## src/rtl/mem_arb_pkg.sv

```systemverilog
// Shared definitions for the two-requester memory port arbiter:
// FSM encoding, requester count and default widths.
package mem_arb_pkg;

    typedef enum logic {
        IDLE  = 1'b0,
        GRANT = 1'b1
    } arb_state_e;

    localparam int NUM_REQ       = 2;
    localparam int DEF_DATA_W    = 16;
    localparam int DEF_ADDR_W    = 16;
    localparam int DEF_MAX_BURST = 4;

    // Width needed to hold a burst count of 0..max_burst (never below 1 bit).
    function automatic int burst_cnt_w(input int max_burst);
        int w;
        w = $clog2(max_burst + 1);
        if (w < 1) begin
            w = 1;
        end else begin
            w = w;
        end
        return w;
    endfunction

endpackage

```

## src/rtl/rr_pick.sv

```systemverilog
// Two-way round-robin choice: with both requesters valid, the one not
// served last wins; otherwise the single valid requester wins.
module rr_pick
    import mem_arb_pkg::*;
(
    input  logic [NUM_REQ-1:0] valid,
    input  logic               last,
    output logic               any,
    output logic               pick
);

    // Pick the winner from the valids and the last-served pointer.
    always_comb begin
        any  = |valid;
        pick = 1'b0;
        if (valid == 2'b11) begin
            pick = ~last;
        end else if (valid[1]) begin
            pick = 1'b1;
        end else begin
            pick = 1'b0;
        end
    end

endmodule

```

## src/rtl/mem_port_arb.sv

```systemverilog
// Arbitrates two requesters onto one memory with an asynchronous read port
// and a synchronous write port; supports bounded locked bursts.
module mem_port_arb
    import mem_arb_pkg::*;
#(
    parameter int DATA_W    = DEF_DATA_W,
    parameter int ADDR_W    = DEF_ADDR_W,
    parameter int MAX_BURST = DEF_MAX_BURST
) (
    input  logic              clk,
    input  logic              rst,

    input  logic              req0_valid,
    input  logic              req0_we,
    input  logic [ADDR_W-1:0] req0_addr,
    input  logic [DATA_W-1:0] req0_wdata,
    input  logic              req0_lock,
    output logic              req0_ready,
    output logic              req0_rvalid,
    output logic [DATA_W-1:0] req0_rdata,

    input  logic              req1_valid,
    input  logic              req1_we,
    input  logic [ADDR_W-1:0] req1_addr,
    input  logic [DATA_W-1:0] req1_wdata,
    input  logic              req1_lock,
    output logic              req1_ready,
    output logic              req1_rvalid,
    output logic [DATA_W-1:0] req1_rdata,

    output logic [ADDR_W-1:0] mem_raddr,
    input  logic [DATA_W-1:0] mem_rdata,
    output logic              mem_wen,
    output logic [ADDR_W-1:0] mem_waddr,
    output logic [DATA_W-1:0] mem_wdata
);

    localparam int               CNT_W   = burst_cnt_w(MAX_BURST);
    localparam logic [CNT_W-1:0] CNT_ONE = CNT_W'(1);
    localparam logic [CNT_W-1:0] CNT_MAX = CNT_W'(MAX_BURST);

    arb_state_e        state_r, state_s;
    logic              gsel_r, gsel_s;
    logic              rr_last_r, rr_last_s;
    logic [CNT_W-1:0]  cnt_r, cnt_s;

    logic              any_s, pick_s;
    logic              sel_valid_s, sel_we_s, sel_lock_s, other_valid_s;
    logic [ADDR_W-1:0] sel_addr_s;
    logic [DATA_W-1:0] sel_wdata_s;
    logic              access_s, wr_s, rd0_s, rd1_s;

    rr_pick u_rr_pick (
        .valid ({req1_valid, req0_valid}),
        .last  (rr_last_r),
        .any   (any_s),
        .pick  (pick_s)
    );

    // Route the granted requester's request fields.
    always_comb begin
        if (gsel_r) begin
            sel_valid_s   = req1_valid;
            sel_we_s      = req1_we;
            sel_addr_s    = req1_addr;
            sel_wdata_s   = req1_wdata;
            sel_lock_s    = req1_lock;
            other_valid_s = req0_valid;
        end else begin
            sel_valid_s   = req0_valid;
            sel_we_s      = req0_we;
            sel_addr_s    = req0_addr;
            sel_wdata_s   = req0_wdata;
            sel_lock_s    = req0_lock;
            other_valid_s = req1_valid;
        end
    end

    // Access qualifiers; gating with rst keeps the reset cycle free of writes.
    always_comb begin
        access_s = (state_r == GRANT) && sel_valid_s && !rst;
        wr_s     = access_s && sel_we_s;
        rd0_s    = access_s && !sel_we_s && !gsel_r;
        rd1_s    = access_s && !sel_we_s && gsel_r;
    end

    // Memory port and handshake outputs; everything idles at zero.
    always_comb begin
        req0_ready = access_s && !gsel_r;
        req1_ready = access_s && gsel_r;
        mem_wen    = wr_s;
        if (access_s) begin
            mem_raddr = sel_addr_s;
            mem_waddr = sel_addr_s;
        end else begin
            mem_raddr = {ADDR_W{1'b0}};
            mem_waddr = {ADDR_W{1'b0}};
        end
        if (wr_s) begin
            mem_wdata = sel_wdata_s;
        end else begin
            mem_wdata = {DATA_W{1'b0}};
        end
    end

    // Next-state logic: grant selection, burst accounting, rr pointer update.
    always_comb begin
        state_s   = state_r;
        gsel_s    = gsel_r;
        rr_last_s = rr_last_r;
        cnt_s     = cnt_r;
        case (state_r)
            IDLE: begin
                if (any_s) begin
                    state_s = GRANT;
                    gsel_s  = pick_s;
                    cnt_s   = CNT_ONE;
                end else begin
                    state_s = IDLE;
                end
            end
            GRANT: begin
                if (!sel_valid_s) begin
                    state_s = IDLE;
                end else if (sel_lock_s && (cnt_r < CNT_MAX)) begin
                    cnt_s = cnt_r + CNT_ONE;
                end else if (sel_lock_s && !other_valid_s) begin
                    // Burst limit only matters when someone else is waiting.
                    cnt_s = CNT_ONE;
                end else begin
                    state_s   = IDLE;
                    rr_last_s = gsel_r;
                end
            end
            default: begin
                state_s = IDLE;
            end
        endcase
    end

    // Arbiter state registers.
    always_ff @(posedge clk or posedge rst) begin
        if (rst) begin
            state_r   <= IDLE;
            gsel_r    <= 1'b0;
            rr_last_r <= 1'b1;
            cnt_r     <= {CNT_W{1'b0}};
        end else begin
            state_r   <= state_s;
            gsel_r    <= gsel_s;
            rr_last_r <= rr_last_s;
            cnt_r     <= cnt_s;
        end
    end

    // Read return path: capture at the end of the read cycle, pulse rvalid next.
    always_ff @(posedge clk or posedge rst) begin
        if (rst) begin
            req0_rvalid <= 1'b0;
            req1_rvalid <= 1'b0;
            req0_rdata  <= {DATA_W{1'b0}};
            req1_rdata  <= {DATA_W{1'b0}};
        end else begin
            req0_rvalid <= rd0_s;
            req1_rvalid <= rd1_s;
            if (rd0_s) begin
                req0_rdata <= mem_rdata;
            end else begin
                req0_rdata <= req0_rdata;
            end
            if (rd1_s) begin
                req1_rdata <= mem_rdata;
            end else begin
                req1_rdata <= req1_rdata;
            end
        end
    end

endmodule

```

## config.mk

```make
export PLATFORM = sky130hd
export DESIGN_NAME = mem_port_arb
export DESIGN_NICKNAME = d
export VERILOG_FILES = /design/src/rtl/mem_arb_pkg.sv /design/src/rtl/rr_pick.sv /design/src/rtl/mem_port_arb.sv
export SDC_FILE = /design/constraint.sdc
export NUM_CORES = 1
export LEC_CHECK = 0
export CAP_MARGIN = 10
export CORE_MARGIN = 5
export CORE_UTILIZATION = 37
export CTS_BUF_LIST = sky130_fd_sc_hd__clkbuf_2 sky130_fd_sc_hd__clkbuf_4 sky130_fd_sc_hd__clkbuf_8
export DETAILED_ROUTE_END_ITERATION = 8
export PLACE_DENSITY = 0.88
export REMOVE_ABC_BUFFERS = 1
export SLEW_MARGIN = 20
export SYNTH_ARGS = -nofsm -noshare
export SYNTH_HDL_FRONTEND = slang
export SYNTH_SLANG_ARGS = --single-unit
```

## constraint.sdc

```tcl
create_clock -name clk -period 2.6 [get_ports clk]
set_input_delay 0.52 -clock clk [delete_from_list [all_inputs] [get_ports clk]]
set_output_delay 0.52 -clock clk [all_outputs]
set_load 0.02 [all_outputs]
```

=== Word level (Yosys, flattened, before mapping) ===
Cells that the tools add are included.

* Register bits after elaboration: 40
* Input port bits: 88
* Output and inout bits: 85
* Word-level logic and storage cells: 56

* Add/subtract/negate cells: 1
* Order comparisons: 1
* Eq/ne operators: 4
* Multiplexer cells: 20
* Bitwise logic cells: 4
* Reduce and logical (&&, ||, !) cells: 18

{| class="wikitable"
|+ Operators by type and width
! operator !! count
|-
| 16-bit 2-to-1 mux || 4
|-
| 3-bit 2-to-1 mux || 4
|-
| 1-bit logical AND || 10
|-
| 1-bit 2-to-1 mux || 10
|-
| 3-bit one-hot mux with 2 select lines || 1
|-
| 1-bit zero test || 4
|-
| 1-bit inverter || 4
|-
| 4-bit AND reduction || 1
|-
| 3-bit by 1-bit adder with 3-bit output (second input constant) || 1
|-
| 3-bit less-than comparator (second input constant) || 1
|-
| 3-bit by 1-bit inequality test with 1-bit output (second input constant) || 1
|-
| 3-bit AND reduction || 1
|-
| 2-bit == test (second input constant) || 1
|-
| 2-bit by 1-bit inequality test with 1-bit output (second input constant) || 1
|-
| 2-bit inequality test (second input constant) || 1
|-
| 1-bit one-hot mux with 2 select lines || 1
|-
| 2-bit AND reduction || 1
|-
| 2-bit OR reduction || 1
|}

=== Longest topological paths before layout ===
* Word-level depth: 7
* Mapped depth: 6
* Depth with buffers taken out: 4

=== By module ===
A second synthesis with hierarchy kept.

* Cell total of the unflattened synthesis: 180
* Area total of the unflattened synthesis: 2199.6 µm²

{| class="wikitable"
|+ By module, submodules not included
! module !! times used !! cells each !! area an instance (µm²) !! seq. area each (µm²)
|-
| mem_port_arb || 1 || 178 || 2185.8 || 1002.2
|-
| rr_pick || 1 || 2 || 13.8 || 0.0
|}

=== Worst setup path after synthesis ===
Ideal clock, no wire load.

* Path type: input port to output port
* Start: input port rst
* End: output port mem_waddr[10]
* Data arrival time: 1860 ps
* Required time: 2080 ps
* Path slack: 220 ps
* Stages: 5
* Path through: buf_2 nor3_2 buf_2 a22o_1 buf_4

* Cells in the longest elaborated chain, start to end: 3

{| class="wikitable"
|+ Ends and longest elaborated chain
! element !! line !! RTL
|-
| start, declared || mem_port_arb.sv:11 || <nowiki>input logic rst,</nowiki>
|-
| 1-bit zero test (no source line) || -- ||
|-
| 1-bit logical AND || mem_port_arb.sv:81 || <nowiki>access_s = (state_r == GRANT) && sel_valid_s && !rst;</nowiki>
|-
| 16-bit 2-to-1 mux || -- ||
|-
| end, declared || mem_port_arb.sv:34 || <nowiki>output logic [ADDR_W-1:0] mem_waddr,</nowiki>
|}

Every way passes these cells.

=== Worst setup path after layout ===
* Start: input port req1_valid
* End: output port mem_wen

* Cells in the longest elaborated chain, start to end: 4

{| class="wikitable"
|+ Ends and longest elaborated chain
! element !! line !! RTL
|-
| start, declared || mem_port_arb.sv:22 || <nowiki>input logic req1_valid,</nowiki>
|-
| 1-bit 2-to-1 mux || mem_port_arb.sv:62 || <nowiki>if (gsel_r) begin</nowiki>
|-
| 1-bit logical AND (2 in series) || mem_port_arb.sv:81 ||
|-
| 1-bit logical AND || mem_port_arb.sv:82 || <nowiki>wr_s = access_s && sel_we_s;</nowiki>
|-
| end, declared || mem_port_arb.sv:33 || <nowiki>output logic mem_wen,</nowiki>
|}

Every way passes these cells.

==> impl_metrics.env <==
export IMPL_dp_cells=414
export IMPL_synth_mux_area_share_pct=27.85
export IMPL_stdcell_count=424
export IMPL_ys_ff_latch=40
export IMPL_critPathKind="in -> out"
export IMPL_dr_pass1_iters=4
export IMPL_syn_cell_area_mm2=0.002220
export IMPL_syn_inst=180
export IMPL_slowest_delay_ps=480
export IMPL_cts_buffers=5
export IMPL_grt_pass1_wl_um=11540
export IMPL_synth_compound_area_share_pct=8.343
export IMPL_fp_dieH_um=87.46
export IMPL_cts_buffer_depth=2
export IMPL_finalHoldViolations=0
export IMPL_io_buffers=172
export IMPL_rsz0062_at_grt="no"
export IMPL_drt_drc_violations_left=0
export IMPL_htree_levels=2
export IMPL_synthSimpleGateAreaFrac_pct=8.737
export IMPL_arrival_ps=1960
export IMPL_nets=437
export IMPL_drt_wirelength_per_cell_um=17.85
export IMPL_period_share_pct=95.55
export IMPL_syn_to_final_growth_pct=83.71
export IMPL_fin_worst_skew_ps=7.420
export IMPL_drive_above_1_share_pct=29.51
export IMPL_cts_tree="done"
export IMPL_vias_per_cell=4.847
export IMPL_multi_input_area_mm2=0.001012
export IMPL_dp_hpwl_um=6150
export IMPL_synth_xor_area_share_pct=0
export IMPL_period_needed_ps=2484
export IMPL_antenna_left=0
export IMPL_leakage_nw=1.778
export IMPL_die_area_mm2=0.007648
export IMPL_worstPathMaxFanout=17
export IMPL_gp_congestion=0.8208
export IMPL_first_global_vias=2201
export IMPL_globalRoute_totalOverflow=0
export IMPL_tightest_slew_ps=405.4
export IMPL_synth_avg_cell_area_um2=12.33
export IMPL_synth_top_area_share_pct=43.97
export IMPL_synth_cell_types=25
export IMPL_slew_headroom_pct=72.69
export IMPL_drt_wl_total_um=7567
export IMPL_fmax_mhz=402.5
export IMPL_initial_utilization_pct=37.71
export IMPL_yosysTopAreaCell="dfrtp_1"
export IMPL_synthArstFlopShare_pct=100.0
export IMPL_grt_start_max_net_pins=35
export IMPL_cts_root_buffer="clkbuf_8"
export IMPL_ys_seq_area_share_pct=45.15
export IMPL_core_rowCount=28
export IMPL_grt_antenna_before_repair=0
export IMPL_critPathCaptureType="output port"
export IMPL_synth_top_cells_by_area="dfrtp_1, mux2_2, mux2i_1"
export IMPL_synth_commonest_cells="dfrtp_1, mux2_2, mux2i_1"
export IMPL_worstSkewPairLatency_ps=290
export IMPL_seq_area_mm2=0.001002
export IMPL_setup_violations=0
export IMPL_ys_warn_count=0
export IMPL_crit_chain="clkdlybuf4s50_1, nand2_1, nor3_2, buf_4, a22oi_2, buf_12, inv_1, clkdlybuf4s15_1"
export IMPL_yosysMostFrequentCell="dfrtp_1"
export IMPL_hold_depth=1
export IMPL_holdWs_ps=508.7
export IMPL_startpoint_type="input pin"
export IMPL_slowest_stage="clkdlybuf4s50_1"
export IMPL_status="finished clean"
export IMPL_fillers=428
export IMPL_track_usage_pct=19.36
export IMPL_ff2ff_path_depth=5
export IMPL_drt_iter0_markers=30
export IMPL_antenna_cells=0
export IMPL_max_cap_violations=0
export IMPL_ios=173
export IMPL_synth_top_family_by_area="multiplexers"
export IMPL_powerDensity_mw_per_mm2=911.3
export IMPL_clkTransAtPathRegs_ps=70
export IMPL_die_w_um=87.46
export IMPL_hp_class="reg -> reg"
export IMPL_ir_worst_vdd_mv=0.7871
export IMPL_drv_slew=0
export IMPL_synth_edf_count=0
export IMPL_placeableCoreArea_mm2=0.005886
export IMPL_synthAdderAreaFrac_pct=0.5637
export IMPL_ys_flop_type="dfrtp_1"
export IMPL_cts_sinks=40
export IMPL_cp_required_ps=2080
export IMPL_vias=2055
-- metal layers --
layer / up-vias / track usage (%) / wire length, um
met4: 0 / 5.160 / 195
met1: 976 / 19.81 / 2639
met2: 103 / 37.12 / 4004
met3: 17 / 6.339 / 728
met5: - / 0 / 0
li1: 959 / - / -
-- cells by family (layout without fill, tap and decap cells) --
kind of cell / after synthesis / count (layout)
simple gates: 34 / 34
mux: 54 / 54
fa+ha+maj: 1 / 1
buf+inv: 29 / 198
compound gates: 22 / 22
flops: 40 / 40
-- metrics by stage --
step / worst slack, ps / setup TNS, ps / cell area (um^2) / power (mW) / util, %
final: 115.8 / 0 / 4078 / 3.716 / 69.28
after global routing: 3.461 / 0 / 4078 / 3.930 / 69.28
after CTS: 40.34 / 0 / 4169 / 3.770 / 70.83
after detailed placement: -571.9 / -22150 / 3973 / 3.225 / 67.50
after global placement: -432.8 / -18550 / 3973 / 3.179 / 67.50
after floorplan: -627.7 / -22130 / 2029 / 2.180 / -
-- final cells by class --
| type | instances | area share [%] |
|---|---|---|
| inverters | 4 | 0.4296 |
| well taps | 75 | 2.301 |
| multi-input cells | 111 | 24.82 |
| clock inverters | 1 | 0.7364 |
| repair buffers | 186 | 44.77 |
| flip-flops and latches | 40 | 24.58 |
| clock buffers | 7 | 2.363 |
-- layout by cell type, fill, tap and decap left out, types with 6 or more instances in the layout --
master             n
mux2_2            26
clkdlybuf4s15_1   12
a22o_1            16
nand2_1            9
nor2_1            16
buf_4              8
dfrtp_1           39
clkdlybuf4s50_1  119
mux2_4             9
clkbuf_2           6
buf_2             10
mux2i_1           19
clkbuf_8           7
clkdlybuf4s15_2   21
-- final timing paths --
check / endpoint / slack (ps) / startpoint
worst max-delay path: mem_wen / 120 / req1_valid
worst min-delay path: req0_rdata[12] / 510 / req0_rdata[12]
worst max register to register: cnt_r[0] / 480 / gsel_r
worst min register to register: req0_rdata[12] / 510 / req0_rdata[12]
max in group asynchronous: rr_last_r / 1480 / rst
min in group asynchronous: req0_rdata[3] / 580 / rst
-- power breakdown --
group	total, mW	internal, mW	switching [mW]
registers	1.09	0.914	0.173
clock network	0.545	0.339	0.207
logic	2.08	1.10	0.982
total	3.72	2.35	1.36
-- worst max-delay path: cells and delay by family --
family / cells / cell delay, ps
buffers and inverters: 5 / 1130
AND/OR/NAND/NOR: 2 / 260
AO/OA/AOI/OAI: 1 / 60
-- flip-flops by register name, indices dropped and copies added, names as in the netlist --
| register | flops |
|---|---|
| cnt_r | 3 |
| gsel_r | 1 |
| req0_rdata | 16 |
| req0_rvalid | 1 |
| req1_rdata | 16 |
| req1_rvalid | 1 |
| rr_last_r | 1 |
| state_r | 1 |
-- what timing repair did --
| item | CTS | global route |
|---|---|---|
| hold buffers | 0 | 0 |
| cloned | 0 | 0 |
| resized for setup | 135 | 17 |
| setup buffers | 2 | 0 |
| endpoints found under the setup margin | 51 | 17 |
| hold endpoints to repair | 0 | 0 |
| pin swaps | 2 | 0 |
(Power assumes the default switching activity.)
